--- src/rtl/usb_tx_pkg.sv ---
// Shared constants for the USB transmit data buffer: default depth, byte and
// size widths, and the pointer-width helper.
package usb_tx_pkg;

    localparam int USB_TX_BUF_DEPTH = 64;
    localparam int BYTE_W           = 8;
    localparam int SIZE_W           = 7;

    // One extra MSB beyond the index lets equal indices mean either full or empty.
    function automatic int ptr_width(input int depth);
        return $clog2(depth) + 1;
    endfunction

endpackage

--- src/rtl/usb_tx_data_buffer_if.sv ---
// Bus between the protocol side, the transmitter and the TX data buffer.
// The replay/commit signals exist only when USB_TX_BUF_REPLAY_EN is defined.
interface usb_tx_data_buffer_if;
    import usb_tx_pkg::*;

    logic              store_tx_data;
    logic [BYTE_W-1:0] tx_data_in;
    logic              get_tx_packet_data;
    logic              flush;
    logic [BYTE_W-1:0] tx_packet_data;
    logic [SIZE_W-1:0] buffer_occupancy;
    logic              full;
    logic              empty;
    logic              overflow;
    logic              underflow;
`ifdef USB_TX_BUF_REPLAY_EN
    logic              tx_replay;
    logic              tx_commit;

    modport master (
        output store_tx_data, tx_data_in, get_tx_packet_data, flush, tx_replay, tx_commit,
        input  tx_packet_data, buffer_occupancy, full, empty, overflow, underflow
    );
    modport slave (
        input  store_tx_data, tx_data_in, get_tx_packet_data, flush, tx_replay, tx_commit,
        output tx_packet_data, buffer_occupancy, full, empty, overflow, underflow
    );
`else
    modport master (
        output store_tx_data, tx_data_in, get_tx_packet_data, flush,
        input  tx_packet_data, buffer_occupancy, full, empty, overflow, underflow
    );
    modport slave (
        input  store_tx_data, tx_data_in, get_tx_packet_data, flush,
        output tx_packet_data, buffer_occupancy, full, empty, overflow, underflow
    );
`endif

endinterface

--- src/rtl/tx_buffer_mem.sv ---
// DEPTH x 8 register file: one synchronous write port, one asynchronous read
// port, contents are never reset.
module tx_buffer_mem
    import usb_tx_pkg::*;
#(
    parameter int DEPTH = USB_TX_BUF_DEPTH,
    parameter int AW    = $clog2(DEPTH)
) (
    input  logic              clk,
    input  logic              i_we,
    input  logic [AW-1:0]     i_waddr,
    input  logic [BYTE_W-1:0] i_wdata,
    input  logic [AW-1:0]     i_raddr,
    output logic [BYTE_W-1:0] o_rdata
);

    logic [BYTE_W-1:0] r_mem [DEPTH];

    always_ff @(posedge clk) begin
        if (i_we) begin
            r_mem[i_waddr] <= i_wdata;
        end
    end

    assign o_rdata = r_mem[i_raddr];

endmodule

--- src/rtl/usb_tx_data_buffer.sv ---
// First-word-fall-through byte FIFO feeding the USB transmitter, with sticky
// overflow/underflow flags and synchronous flush. Optional USB_TX_BUF_REPLAY_EN
// retains read bytes until commit so a packet can be resent.
module usb_tx_data_buffer
    import usb_tx_pkg::*;
#(
    parameter int DEPTH = USB_TX_BUF_DEPTH
) (
    input  logic                  clk,
    input  logic                  n_rst,
    usb_tx_data_buffer_if.slave   bus
);

    localparam int PTR_W = ptr_width(DEPTH);
    localparam int AW    = PTR_W - 1;

    logic [PTR_W-1:0]  r_wptr;
    logic [PTR_W-1:0]  r_rptr;
    logic              r_overflow;
    logic              r_underflow;
    logic [PTR_W-1:0]  w_occ;
    logic [PTR_W-1:0]  w_held;
    logic              w_full;
    logic              w_empty;
    logic              w_wr;
    logic              w_rd;
    logic              w_rd_blocked;
    logic [BYTE_W-1:0] w_rdata;

`ifdef USB_TX_BUF_REPLAY_EN
    logic [PTR_W-1:0]  r_spt;

    // Bytes between spt and rptr are already sent but still owned by the buffer.
    assign w_held       = r_wptr - r_spt;
    assign w_rd         = bus.get_tx_packet_data & ~w_empty & ~bus.tx_replay;
    assign w_rd_blocked = bus.get_tx_packet_data & w_empty & ~bus.tx_replay;
`else
    assign w_held       = w_occ;
    assign w_rd         = bus.get_tx_packet_data & ~w_empty;
    assign w_rd_blocked = bus.get_tx_packet_data & w_empty;
`endif

    assign w_occ   = r_wptr - r_rptr;
    assign w_empty = (w_occ == '0);
    assign w_full  = (w_held == PTR_W'(DEPTH));
    assign w_wr    = bus.store_tx_data & ~w_full;

    tx_buffer_mem #(
        .DEPTH (DEPTH),
        .AW    (AW)
    ) u_mem (
        .clk     (clk),
        .i_we    (w_wr),
        .i_waddr (r_wptr[AW-1:0]),
        .i_wdata (bus.tx_data_in),
        .i_raddr (r_rptr[AW-1:0]),
        .o_rdata (w_rdata)
    );

    // Flush outranks every other operation; flags only ever set otherwise.
    always_ff @(posedge clk or negedge n_rst) begin
        if (!n_rst) begin
            r_wptr      <= '0;
            r_rptr      <= '0;
            r_overflow  <= 1'b0;
            r_underflow <= 1'b0;
`ifdef USB_TX_BUF_REPLAY_EN
            r_spt       <= '0;
`endif
        end else if (bus.flush) begin
            r_wptr      <= '0;
            r_rptr      <= '0;
            r_overflow  <= 1'b0;
            r_underflow <= 1'b0;
`ifdef USB_TX_BUF_REPLAY_EN
            r_spt       <= '0;
`endif
        end else begin
            if (w_wr) begin
                r_wptr <= r_wptr + PTR_W'(1);
            end
`ifdef USB_TX_BUF_REPLAY_EN
            if (bus.tx_replay) begin
                r_rptr <= r_spt;
            end else begin
                if (w_rd) begin
                    r_rptr <= r_rptr + PTR_W'(1);
                end
                if (bus.tx_commit) begin
                    r_spt <= r_rptr;
                end
            end
`else
            if (w_rd) begin
                r_rptr <= r_rptr + PTR_W'(1);
            end
`endif
            if (bus.store_tx_data && w_full) begin
                r_overflow <= 1'b1;
            end
            if (w_rd_blocked) begin
                r_underflow <= 1'b1;
            end
        end
    end

    assign bus.tx_packet_data   = w_empty ? '0 : w_rdata;
    assign bus.buffer_occupancy = SIZE_W'(w_occ);
    assign bus.full             = w_full;
    assign bus.empty            = w_empty;
    assign bus.overflow         = r_overflow;
    assign bus.underflow        = r_underflow;

endmodule

--- src/flat_wrapper.sv ---
// flat-port wrapper written by rule: the top's interface ports become plain ports
module usb_tx_data_buffer_flat import usb_tx_pkg::*;
#(
    parameter int DEPTH = USB_TX_BUF_DEPTH
)
  (clk, n_rst, bus_store_tx_data, bus_tx_data_in, bus_get_tx_packet_data, bus_flush, bus_tx_packet_data, bus_buffer_occupancy, bus_full, bus_empty, bus_overflow, bus_underflow);
  usb_tx_data_buffer_if bus_i ();
  input  logic clk;
  input  logic n_rst;
  input wire logic [$bits(bus_i.store_tx_data)-1:0] bus_store_tx_data;
  input wire logic [$bits(bus_i.tx_data_in)-1:0] bus_tx_data_in;
  input wire logic [$bits(bus_i.get_tx_packet_data)-1:0] bus_get_tx_packet_data;
  input wire logic [$bits(bus_i.flush)-1:0] bus_flush;
  output wire logic [$bits(bus_i.tx_packet_data)-1:0] bus_tx_packet_data;
  output wire logic [$bits(bus_i.buffer_occupancy)-1:0] bus_buffer_occupancy;
  output wire logic [$bits(bus_i.full)-1:0] bus_full;
  output wire logic [$bits(bus_i.empty)-1:0] bus_empty;
  output wire logic [$bits(bus_i.overflow)-1:0] bus_overflow;
  output wire logic [$bits(bus_i.underflow)-1:0] bus_underflow;
  assign bus_i.store_tx_data = bus_store_tx_data;
  assign bus_i.tx_data_in = bus_tx_data_in;
  assign bus_i.get_tx_packet_data = bus_get_tx_packet_data;
  assign bus_i.flush = bus_flush;
  assign bus_tx_packet_data = bus_i.tx_packet_data;
  assign bus_buffer_occupancy = bus_i.buffer_occupancy;
  assign bus_full = bus_i.full;
  assign bus_empty = bus_i.empty;
  assign bus_overflow = bus_i.overflow;
  assign bus_underflow = bus_i.underflow;
  usb_tx_data_buffer #(.DEPTH(DEPTH)) u_core (.clk(clk), .n_rst(n_rst), .bus(bus_i));
endmodule
--- config.mk ---
export PLATFORM = sky130hd
export DESIGN_NAME = usb_tx_data_buffer_flat
export DESIGN_NICKNAME = d
export VERILOG_FILES = /design/src/rtl/usb_tx_pkg.sv /design/src/rtl/usb_tx_data_buffer_if.sv /design/src/rtl/tx_buffer_mem.sv /design/src/rtl/usb_tx_data_buffer.sv /design/src/flat_wrapper.sv
export SDC_FILE = /design/constraint.sdc
export NUM_CORES = 1
export LEC_CHECK = 0
export CORE_MARGIN = 8
export CORE_UTILIZATION = 35
export CTS_BUF_LIST = sky130_fd_sc_hd__clkbuf_2 sky130_fd_sc_hd__clkbuf_4 sky130_fd_sc_hd__clkbuf_8
export CTS_CLUSTER_SIZE = 12
export DETAILED_ROUTE_END_ITERATION = 12
export HOLD_SLACK_MARGIN = 0.12
export SLEW_MARGIN = 20
export SYNTH_ARGS = -nofsm -noshare
export SYNTH_HDL_FRONTEND = slang
export SYNTH_HIERARCHICAL = 1
export SYNTH_SLANG_ARGS = --single-unit
--- constraint.sdc ---
create_clock -name clk -period 7.1 [get_ports clk]
set_input_delay 1.42 -clock clk [delete_from_list [all_inputs] [get_ports clk]]
set_output_delay 1.42 -clock clk [all_outputs]
set_load 0.01 [all_outputs]
; ---- After elaboration in Yosys (flattened, before gate mapping)
; Memory sizes are Yosys's and may differ from the RTL's.
; Index checks and enable logic that the tools add are counted.
[classes]
reduce_logical = 6
eq_ne = 1
mux = 11
n_addsub = 3
bitwise = 5
[op_table]
columns = operator, count
row1 = $mux 7, 4
row2 = $add 7x1->7 const B, 2
row3 = $mux 8, 1
row4 = $reduce_bool 2->1, 4
row5 = $eq 7x7->1 const B, 1
row6 = $logic_not 7->1, 1
row7 = $sub 7x7->7, 1
row8 = $mux 1, 6
row9 = $and 1x1->1, 3
row10 = $not 1->1, 2
row11 = $logic_and 1x1->1, 1
[totals]
inputBits = 13
ram_bits = 512
elab_cells = 31
output_inout_bits = 19
regBits = 16
n_memories = 1
[mem_list]
columns = memory, words, width, read_ports, rd_ports_with_merged_regs, wr, line_no
row1 = u_core.u_mem.r_mem, 64, 8, 1, 0, 1, tx_buffer_mem.sv:17  ; logic [BYTE_W-1:0] r_mem [DEPTH];

; ---- Logic depth before layout (Yosys ltp)
; Gate-level depths: netlist of run 1.
[depth]
depth_word = 6
depth_mapped = 13
mapped_depth_nobuf = 13

; ---- Modules after synthesis
; The synthesis of run 1 kept the hierarchy.
[by_module_without_submodules]
columns = module, cells_per_inst, n_inst, seq_area_each_um2, area_per_inst_um2
row1 = tx_buffer_mem, 932, 1, 15374.7, 20006.7
row2 = usb_tx_data_buffer, 155, 1, 400.4, 1337.5

; ---- Worst setup path before layout of run 1
; OpenSTA, ideal clock, no wires.
[synth_path]
kind = register to output
from = reg u_core.r_wptr[0]
to = out bus_tx_packet_data[0]
arrival_time_ps = 2439
required_time_ps = 5680
path_buffers = 1
path_stages_with_launch = 10
setup_slack_ps = 3241
path_cell_list = dfrtp_1 > inv_1 > ha_1 > inv_1 > fa_1 > or3_1 > nor4_2 > buf_2 > nand2_1 > and2_1
[synth_between]
elab_chain_cells = 3
[synth_rtl]
columns = item, line_no
row1 = "start, declared", usb_tx_data_buffer.sv:17  ; logic [PTR_W-1:0] r_wptr;
row2 = "start signal, assigned", usb_tx_data_buffer.sv:80  ; r_wptr <= r_wptr + PTR_W'(1);
row3 = $sub 7x7->7, usb_tx_data_buffer.sv:43  ; assign w_occ = r_wptr - r_rptr;
row4 = via bus_buffer_occupancy[1], flat_wrapper.sv:15  ; output wire logic [$bits(bus_i.buffer_occupancy)-1:0] bus_buffer_occupancy;
row5 = $logic_not 7->1, usb_tx_data_buffer.sv:44  ; assign w_empty = (w_occ == '0);
row6 = $mux 8, usb_tx_data_buffer.sv:107  ; assign bus.tx_packet_data = w_empty ? '0 : w_rdata;
row7 = "end, declared", flat_wrapper.sv:14  ; output wire logic [$bits(bus_i.tx_packet_data)-1:0] bus_tx_packet_data;
; The timed path passes the listed nets, and every way through them passes these cells.

; ---- Final worst setup path of run 1
[layout_path]
from = reg u_core.r_rptr[2]
to = out bus_tx_packet_data[5]
[layout_between]
elab_cells_between_ends = 4
cone_classes = add/sub: 1 / mux: 1 / reduce/logical: 1 / memory: 1
[layout_lines]
columns = item, line_no
row1 = "start, declared", usb_tx_data_buffer.sv:18  ; logic [PTR_W-1:0] r_rptr;
row2 = "start signal, assigned", usb_tx_data_buffer.sv:95  ; r_rptr <= r_rptr + PTR_W'(1);
row3 = $mem_v2 64x8, n/a
row4 = via u_core.w_rdata[5], usb_tx_data_buffer.sv:28  ; logic [BYTE_W-1:0] w_rdata;
row5 = $mux 8, usb_tx_data_buffer.sv:107
; The timed path passes the listed nets, and every way through them passes these cells.

==> results of run 1 <==
placed cells by master (no fill, tap or decap), types with 5 or more instances in the layout:
| cell type | n |
|---|---|
| edfxtp_1 | 512 |
| mux4_2 | 126 |
| nor2_1 | 102 |
| clkbuf_8 | 87 |
| mux2i_1 | 26 |
| nand2_1 | 24 |
| clkbuf_4 | 23 |
| clkdlybuf4s50_1 | 23 |
| mux2_2 | 21 |
| buf_4 | 19 |
| nor2b_1 | 19 |
| clkinv_1 | 16 |
| nand3_1 | 16 |
| nand2b_1 | 15 |
| inv_1 | 13 |
| a21oi_1 | 13 |
| nor3_1 | 12 |
| dfrtp_1 | 12 |
| clkinv_2 | 11 |
| and2_1 | 10 |
| bufinv_16 | 9 |
| ha_1 | 8 |
| o221ai_1 | 8 |
| o22ai_1 | 8 |
| a211oi_1 | 6 |
| a221oi_1 | 6 |
| nand4_1 | 5 |
cell families (layout without fill, tap and decap cells):
family	count (synthesis)	in the layout	share of synthesized area
compound gates	81	81	0.0289
xor+xnor	4	4	0.00164
fa+ha+maj	9	9	0.00563
buf+inv	70	212	0.0183
flops	528	528	0.739
mux	174	174	0.157
simple gates	221	221	0.0495
per-layer routing:
metal	routed length, um	up-vias	part of all wire
met5	0	-	0
met4	1090	0	0.022
met3	4310	76	0.085
met2	22700	446	0.45
met1	22300	5694	0.44
li1	-	4613	-
cell type report:
cell class	count	area, um2
Fill cell	5397	36100
Tap cell	782	978
Multi-Input combinational cell	489	5180
Sequential cell	528	15800
Timing Repair Buffer	47	413
Clock buffer	110	1370
Inverter	13	48.8
Clock inverter	42	448
synthesized netlist by cell type (5+ instances only):
library cell	number
nand3_1	16
nor2b_1	19
a221oi_1	6
o221ai_1	8
nand2_1	24
and2_1	10
a21oi_1	13
buf_2	13
ha_1	8
o22ai_1	8
buf_4	13
nand4_1	5
mux4_2	126
nor2_1	102
edfxtp_1	512
clkbuf_1	21
nand2b_1	15
nor3_1	12
mux2i_1	26
a211oi_1	6
mux2_2	21
inv_1	13
dfrtp_1	16
registers in the layout, indices dropped and copies added, names as in the netlist:
register and flops:
u_core/bus.overflow 1, u_core/bus.underflow 1, u_core/r_rptr 7, u_core/r_wptr 7
u_core/u_mem/r_mem 512
power groups by stage:
stage	sequential, mW	clock [mW]	combinational [mW]
2_1_floorplan	3.52	0	0.818
3_3_place_gp	3.58	0	1.16
3_5_place_dp	3.58	0	1.17
4_1_cts	3.52	2.86	1.17
5_1_grt	3.52	2.98	1.24
6_report	3.51	2.79	1.16
path summary, 6_finish.rpt:
kind | from | endpoint | slack, ns | cells after the start
setup / recovery | u_core/r_rptr[2]$_DFFE_PN0P_ | bus_tx_packet_data[5] | 1.18 | 6
hold / removal | u_core/bus.underflow$_DFFE_PN0P_ | u_core/bus.underflow$_DFFE_PN0P_ | 0.52 | 2
setup reg to reg | u_core/r_rptr[0]$_DFFE_PN0P_ | u_core/u_mem/r_mem[63][0]$_DFFE_PP_ | 1.82 | 11
hold reg to reg | u_core/bus.underflow$_DFFE_PN0P_ | u_core/bus.underflow$_DFFE_PN0P_ | 0.52 | 2
max in group asynchronous | n_rst | u_core/r_rptr[2]$_DFFE_PN0P_ | 5.27 | 1
min in group asynchronous | n_rst | u_core/bus.underflow$_DFFE_PN0P_ | 1.24 | 1
worst max-delay path: stages (launching register included):
cell             delay, ns
dfrtp_4               0.81
buf_4                 0.70
mux4_2                0.34
o22ai_1               0.19
o41ai_1               0.97
and2_1                0.24
clkdlybuf4s50_1       0.56
through the flow:
stage	std cells	cell area, um2	setup slack (ns)	total power [mW]
final	2011	24200	1.18	7.46
after global routing	2011	24200	0.914	7.75
after CTS	2011	24200	1.09	7.55
after detailed placement	1859	22400	1.82	4.75
after global placement	1859	22400	1.84	4.74
after floorplan	1087	21300	3.24	4.34
==> flow_summary.json, run 1 <==
{
  "end_kind": "output pin",
  "drc": 0,
  "clk_latency_ns": 0.67,
  "cap_violations": 0,
  "layout.nets": 1187,
  "path_clk_slew_ns": 0.06,
  "cts.hold.buffers_added": 0,
  "synth-edff-count": 512,
  "use_met2": 0.212,
  "ctsLongestPathBuffers": 3,
  "dpl.hpwl_mm": 30.3,
  "max_freq_mhz": 169,
  "grt_antenna_before_repair": 0,
  "p_clk_frac": 0.374,
  "grt_pass1_wl_mm": 74.2,
  "timing.final.crit_share": 0.833,
  "cts_resized": 0,
  "syn_inst": 1087,
  "first_pass_iters": 5,
  "post_cts_buffers": 0,
  "core.rowCount": 90,
  "seq_power_share": 0.471,
  "n_antenna_cell": 0,
  "design.die.area_um2": 69100,
  "grtUsageTotal": 0.143,
  "die_y_um": 263,
  "path_class": "register to output pin",
  "netSwitchingFraction": 0.250,
  "synth_area_um2": 21300,
  "grt_util_met3": 0.0414,
  "rsz0062_at_grt": "false",
  "grt_overflow": 0,
  "synth_top_area_cell": "edfxtp_1",
  "fin_util": 0.401,
  "grt_max_degree": 77,
  "fin_crit_ns": 5.92,
  "hold_ws_ns": 0.523,
  "cts_tree": "done",
  "syn_area_per_cell_um2": 19.6,
  "power.switching_mw": 1.86,
  "die_w_um": 263,
  "startpoint_type": "register",
  "crit_path_max_fanout": 48,
  "yosys.area.top_type_share": 0.720,
  "syn_to_final_growth_pct": 13.5,
  "p_int_mw": 5.60,
  "ir_worst_vdd_mv": 0.155,
  "skew_ns": 0.0413,
  "tightest_slew_ns": 1.03,
  "yosysUniqueCellTypes": 62,
  "synth_ff_type": "edfxtp_1",
  "port_buffers": 31,
  "cts_buffers": 86,
  "synth_area_leaders": "edfxtp_1 72%, mux4_2 13%, dfrtp_1 1.9%, nor2_1 1.8%, mux2i_1 1.2%",
  "slew_headroom": 0.313,
  "hold_path_class": "register to register",
  "core_um2": 60400,
  "required_ns": 5.68,
  "slew_violations": 0,
  "ios": 32,
  "syn_nets": 1109,
  "layout-drive-gt1-share": 0.260,
  "status": "finished clean",
  "comb_power_share": 0.155,
  "power-per-cell-area_nw_per_um2": 308,
  "vias": 10829,
  "p_leak_nw": 7.45,
  "final-setup-viol-count": 0,
  "viasPerCell": 5.38,
  "wirelength_mm": 50.4,
  "place.gp.congestion": 0.772,
  "wl_per_cell_um": 25.1,
  "top_usage_layer": "met2",
  "synth_seq_area_share": 0.739,
  "cp.arrival_ns": 4.50,
  "cts_htree_levels": 3,
  "grt_pass1_vias": 11107,
  "hold_violations": 0,
  "start_util": 0.354,
  "ys_ff_latch": 528,
  "clockRootBuffer": "clkbuf_8",
  "ant_nets": 0,
  "met1_usage": 0.204,
  "async_reset_ff_frac": 0.0303,
  "synth_warnings": 6,
  "clock_sinks": 528,
  "drt_iter0_drc": 951,
  "tns_ns": 0
}
Note: power is estimated with default switching activity, not from simulation.
==> run 2, diff against run 1 <==
- clock period: 7.1 -> 5.7 ns (I/O delays scaled with it)
==> flow_summary.json, run 2 (synthesized netlist as in run 1, its figures left out) <==
{
  "hold_path_class": "register to register",
  "reg_top3": "u_core/u_mem/r_mem (512), u_core/r_rptr (7), u_core/r_wptr (7)",
  "port_buffers": 31,
  "ctsLongestPathBuffers": 3,
  "cts.hold.buffers_added": 0,
  "cp.arrival_ns": 4.25,
  "die_y_um": 263,
  "max_freq_mhz": 186,
  "grt_antenna_before_repair": 0,
  "clk_latency_ns": 0.66,
  "highest_layer": "met4",
  "slew_violations": 0,
  "syn_to_final_growth_pct": 15.1,
  "grt_overflow": 0,
  "dpl_worst_slack_ns": 0.731,
  "dp.cells": 1919,
  "end_kind": "output pin",
  "hold_violations": 0,
  "n_antenna_cell": 0,
  "path_class": "register to output pin",
  "met1_length_mm": 22.1,
  "tns_ns": 0,
  "drc": 0,
  "viasPerCell": 5.29,
  "mostFrequentLayoutCells": "512 x edfxtp_1, 126 x mux4_2, 102 x nor2_1, 89 x clkbuf_8, 76 x buf_4",
  "wirelength_mm": 50.0,
  "crit_path_max_fanout": 35,
  "tightest_slew_ns": 0.982,
  "ant_nets": 0,
  "reg2reg_depth": 13,
  "grt_max_degree": 65,
  "design.die.area_um2": 69100,
  "status": "finished clean",
  "grtUsageTotal": 0.143,
  "wl_met3_mm": 4.23,
  "startpoint_type": "register",
  "hold_path_depth": 2,
  "cts_htree_levels": 3,
  "ios": 32,
  "skew_ns": 0.0306,
  "ir_worst_vdd_mv": 0.151,
  "wl_per_cell_um": 24.1,
  "wl_met2_mm": 22.7,
  "start_util": 0.354,
  "fin_cells": 2073,
  "power.total_mw": 9.06,
  "vias": 10975,
  "cts_buffers": 86,
  "place.gp.congestion": 0.822,
  "layout.nets": 1247,
  "power-per-cell-area_nw_per_um2": 369,
  "path_clk_slew_ns": 0.06,
  "timing.final.crit_share": 0.946,
  "required_ns": 4.56,
  "cts_tree": "done",
  "grt_pass1_vias": 11362,
  "layout-drive-gt1-share": 0.295,
  "first_pass_iters": 5,
  "top_register": "u_core/u_mem/r_mem",
  "die_w_um": 263,
  "cap_violations": 0,
  "reg2reg_to": "u_core/u_mem/r_mem[7][5]$_DFFE_PP_",
  "rrSetupSlack_ns": 0.96,
  "startpoint": "u_core/r_rptr[2]$_DFFE_PN0P_",
  "core.rowCount": 90,
  "fin_crit_ns": 5.39,
  "fin_area_um2": 24600,
  "slew_headroom": 0.343,
  "hold_path_end": "u_core/bus.underflow$_DFFE_PN0P_",
  "postPlaceCellArea_um2": 22900,
  "cts_resized": 1,
  "p_leak_nw": 7.71,
  "post_cts_buffers": 0,
  "clockRootBuffer": "clkbuf_8",
  "dpl.hpwl_mm": 30.1,
  "core_um2": 60400,
  "min-delay-start": "u_core/bus.underflow$_DFFE_PN0P_",
  "grt_pass1_wl_mm": 74.4,
  "clock_sinks": 528,
  "drt_iter0_drc": 945,
  "rsz0062_at_grt": "false",
  "final-setup-viol-count": 0,
  "fin_ws_ns": 0.310,
  "regToRegStartpoint": "u_core/r_rptr[0]$_DFFE_PN0P_",
  "final_common_cell": "edfxtp_1",
  "largest_register_ffs": 512
}
## run 2: cell types whose count changed in the layout (fill, tap and decap cells not counted), moves of 2 or more
cell	delta
clkbuf_8	+2
o41ai_2	+2
clkinv_2	+7
buf_4	+57
clkinv_1	+3
clkinvlp_4	+3
clkbuf_4	-5
bufinv_16	-6
inv_8	-2
o41ai_1	-2
buf_2	+2
## run 2: metrics by stage
stage / util / hold WS, ns
floorplan: - / 0.529
global placement: 0.379 / 0.542
detailed placement: 0.379 / 0.492
CTS: 0.407 / 0.530
global route: 0.407 / 0.556
finish: 0.407 / 0.530
## run 2: where the power goes
part           total, mW  switching, mW  internal, mW
combinational       1.49          0.775         0.711
sequential          4.37         0.0759          4.29
clock               3.21           1.49          1.72
total               9.06           2.34          6.72
## run 2: layout make-up
cell class / count / area (um2)
Tap cell: 782 / 978
Fill cell: 5394 / 35800
Clock inverter: 47 / 322
Timing Repair Buffer: 107 / 871
Clock buffer: 107 / 1360
Inverter: 13 / 48.8
Multi-Input combinational cell: 489 / 5190
Sequential cell: 528 / 15800
## run 2: routing by layer
| layer | up-vias | track usage |
|---|---|---|
| met3 | 82 | 0.0452 |
| met1 | 5765 | 0.196 |
| met5 | - | 0 |
| met4 | 0 | 0.0423 |
| li1 | 4736 | - |
| met2 | 392 | 0.215 |
## run 2: worst max-delay path by stage
stage,end,cells past startpoint
CTS,bus_tx_packet_data[5],7
detailed placement,bus_tx_packet_data[3],7
floorplan,bus_tx_packet_data[0],9
global route,bus_tx_packet_data[2],10
finish,bus_tx_packet_data[0],8
global placement,bus_tx_packet_data[3],7
## run 2: critical path, stage by stage (launching register included)
cell and delay [ns]:
dfrtp_4 0.72, buf_4 0.37, buf_4 0.52, mux4_2 0.39
mux2_2 0.31, a221oi_1 0.41, o2bb2ai_1 0.19, and2_1 0.17
clkdlybuf4s50_1 0.48
==> run 3, diff against run 2 <==
- SYNTH_HIERARCHICAL: 1 -> not set
==> flow_summary.json, run 3 <==
{
  "yosys.area.top_type_share": 0.729,
  "synth-edff-count": 512,
  "syn_area_per_cell_um2": 20.6,
  "ctsLongestPathBuffers": 3,
  "path_class": "register to output pin",
  "wirelength_mm": 50.6,
  "dpl_worst_slack_ns": 1.05,
  "startpoint": "u_core.r_rptr[5]$_DFFE_PN0P_",
  "drt_iter0_drc": 1001,
  "die_w_um": 261,
  "clk_latency_ns": 0.65,
  "nFillCells": 5313,
  "path_clk_slew_ns": 0.06,
  "use_met2": 0.243,
  "ios": 32,
  "synth_warnings": 0,
  "min-delay-start": "u_core.bus.overflow$_DFFE_PN0P_",
  "hold_path_class": "register to register",
  "cts_buffers": 82,
  "cts.hold.buffers_added": 0,
  "drc": 0,
  "syn_nets": 1046,
  "top_register": "u_core.u_mem.r_mem",
  "viasPerCell": 5.43,
  "seq_power_share": 0.487,
  "synth_ff_type": "edfxtp_1",
  "yosysUniqueCellTypes": 54,
  "power.total_mw": 8.85,
  "grt_pass1_vias": 10770,
  "met1_usage": 0.196,
  "grt_util_met3": 0.0249,
  "start_util": 0.352,
  "fin_crit_ns": 5.34,
  "place.gp.congestion": 0.856,
  "cap_violations": 0,
  "slew_headroom": 0.270,
  "timing.final.crit_share": 0.936,
  "clock_sinks": 528,
  "max_freq_mhz": 187,
  "cp.arrival_ns": 4.20,
  "p_clk_frac": 0.341,
  "grt_antenna_before_repair": 2,
  "power.switching_mw": 2.31,
  "synth_seq_area_share": 0.748,
  "rsz0062_at_grt": "false",
  "synth_area_leaders": "edfxtp_1 73%, mux4_2 15%, dfrtp_1 1.9%, nor2_1 1.5%, a22oi_1 1.2%",
  "cts_htree_levels": 3,
  "reg_top3": "u_core.u_mem.r_mem (512), u_core.r_rptr (7), u_core.r_wptr (7)",
  "p_leak_nw": 7.34,
  "hold_violations": 0,
  "syn_inst": 1024,
  "regToRegStartpoint": "u_core.r_rptr[5]$_DFFE_PN0P_",
  "crit_path_max_fanout": 11,
  "layout.nets": 1139,
  "wl_per_cell_um": 25.8,
  "cts_tree": "done",
  "grt_max_degree": 71,
  "die_y_um": 261,
  "required_ns": 4.56,
  "hold_ws_ns": 0.531,
  "yosysMostFrequentCell": "edfxtp_1",
  "syn_to_final_growth_pct": 13.6,
  "post_cts_buffers": 0,
  "top_usage_layer": "met2",
  "tns_ns": 0,
  "grt_pass1_wl_mm": 74.1,
  "async_reset_ff_frac": 0.0303,
  "ys_ff_latch": 528,
  "mostFrequentLayoutCells": "512 x edfxtp_1, 140 x mux4_2, 85 x clkbuf_8, 82 x nor2_1, 35 x buf_4",
  "core.rowCount": 90,
  "core_um2": 59900,
  "dpl.hpwl_mm": 30.9,
  "startpoint_type": "register",
  "final_common_cell": "edfxtp_1",
  "ir_worst_vdd_mv": 0.199,
  "first_pass_iters": 7,
  "design.die.area_um2": 68300,
  "end_kind": "output pin",
  "synth_commonest_cells": "512 x edfxtp_1, 140 x mux4_2, 84 x nor2_1",
  "clockRootBuffer": "clkbuf_8",
  "grt_overflow": 0,
  "largest_register_ffs": 512,
  "grtUsageTotal": 0.148,
  "skew_ns": 0.0346,
  "port_buffers": 31,
  "synth_area_um2": 21100,
  "final-setup-viol-count": 0,
  "synth_top_area_cell": "edfxtp_1",
  "power-per-cell-area_nw_per_um2": 370,
  "slew_violations": 0,
  "ant_nets": 0,
  "netSwitchingFraction": 0.261,
  "cts_resized": 0,
  "status": "finished clean",
  "layout-drive-gt1-share": 0.279,
  "tightest_slew_ns": 1.09,
  "p_int_mw": 6.54,
  "comb_power_share": 0.172,
  "vias": 10639,
  "fin_ws_ns": 0.363
}
[run 3: cell count changes after synthesis, moves of 9 or more]
cell and change:
a21oi_1 +12, a22oi_1 +30, buf_4 -12, mux2_2 -12
mux2i_1 -17, mux4_2 +14, nand2_1 -13, nand2b_1 -9
nor2_1 -18, nor2b_1 -10
[run 3: logic make-up after synthesis]
family                   Yosys count  synth area share
AO/OA/AOI/OAI                     92            0.0338
XOR/XNOR                           4           0.00166
adder cells (fa/ha/maj)            9           0.00570
buffers and inverters             65            0.0132
flip-flops                       528             0.748
multiplexers                     159             0.159
AND/OR/NAND/NOR                  167            0.0379
[run 3: worst paths after layout]
kind / to / slack [ns] / cells past startpoint
min: u_core.bus.overflow$_DFFE_PN0P_ / 0.53 / 2
min in group asynchronous: u_core.r_rptr[1]$_DFFE_PN0P_ / 0.97 / 1
max in group asynchronous: u_core.r_rptr[0]$_DFFE_PN0P_ / 4.10 / 1
max reg2reg: u_core.u_mem.r_mem[54][5]$_DFFE_PP_ / 1.57 / 11
min reg2reg: u_core.bus.overflow$_DFFE_PN0P_ / 0.53 / 2
max: bus_tx_packet_data[2] / 0.36 / 11
[run 3: layout make-up]
cell class / instances / area, um2 / share of cell area
flip-flops and latches: 528 / 15800 / 0.659
multi-input cells: 431 / 5070 / 0.212
clock buffers: 99 / 1270 / 0.0532
well taps: 782 / 978 / 0.0409
repair buffers: 62 / 538 / 0.0225
clock inverters: 44 / 255 / 0.0107
inverters: 12 / 45.0 / 0.00188
diodes: 1 / 2.50 / 0.000105
[run 3: worst max-delay path, cell delays in order, from the launching register on]
cell and delay [ns]:
dfrtp_1 0.53, clkinv_1 0.10, buf_4 0.18, ha_1 0.38
nor3b_1 0.17, a311oi_1 0.22, o311ai_1 0.20, or4_1 0.54
buf_4 0.23, nor2_2 0.35, nor3_1 0.14, clkdlybuf4s50_1 0.51
[run 3: metal layers]
metal	up-vias	part of all wire
met5	-	0.00026
met4	2	0.028
met3	96	0.066
met2	434	0.49
met1	5643	0.41
li1	4464	-
[run 3: power groups by stage]
stage               clock (mW)  combinational (mW)  sequential, mW
floorplan                    0               0.991            4.38
global placement             0                1.54            4.39
detailed placement           0                1.54            4.39
CTS                       3.09                1.55            4.31
global route              3.24                1.62            4.31
finish                    3.02                1.52            4.31
[run 3: stage by stage]
step	area (um2)	util	std cells
CTS	23900	0.399	1958
floorplan	21100	-	1024
detailed placement	22400	0.374	1815
global route	23900	0.400	1959
global placement	22400	0.374	1815
finish	23900	0.400	1959
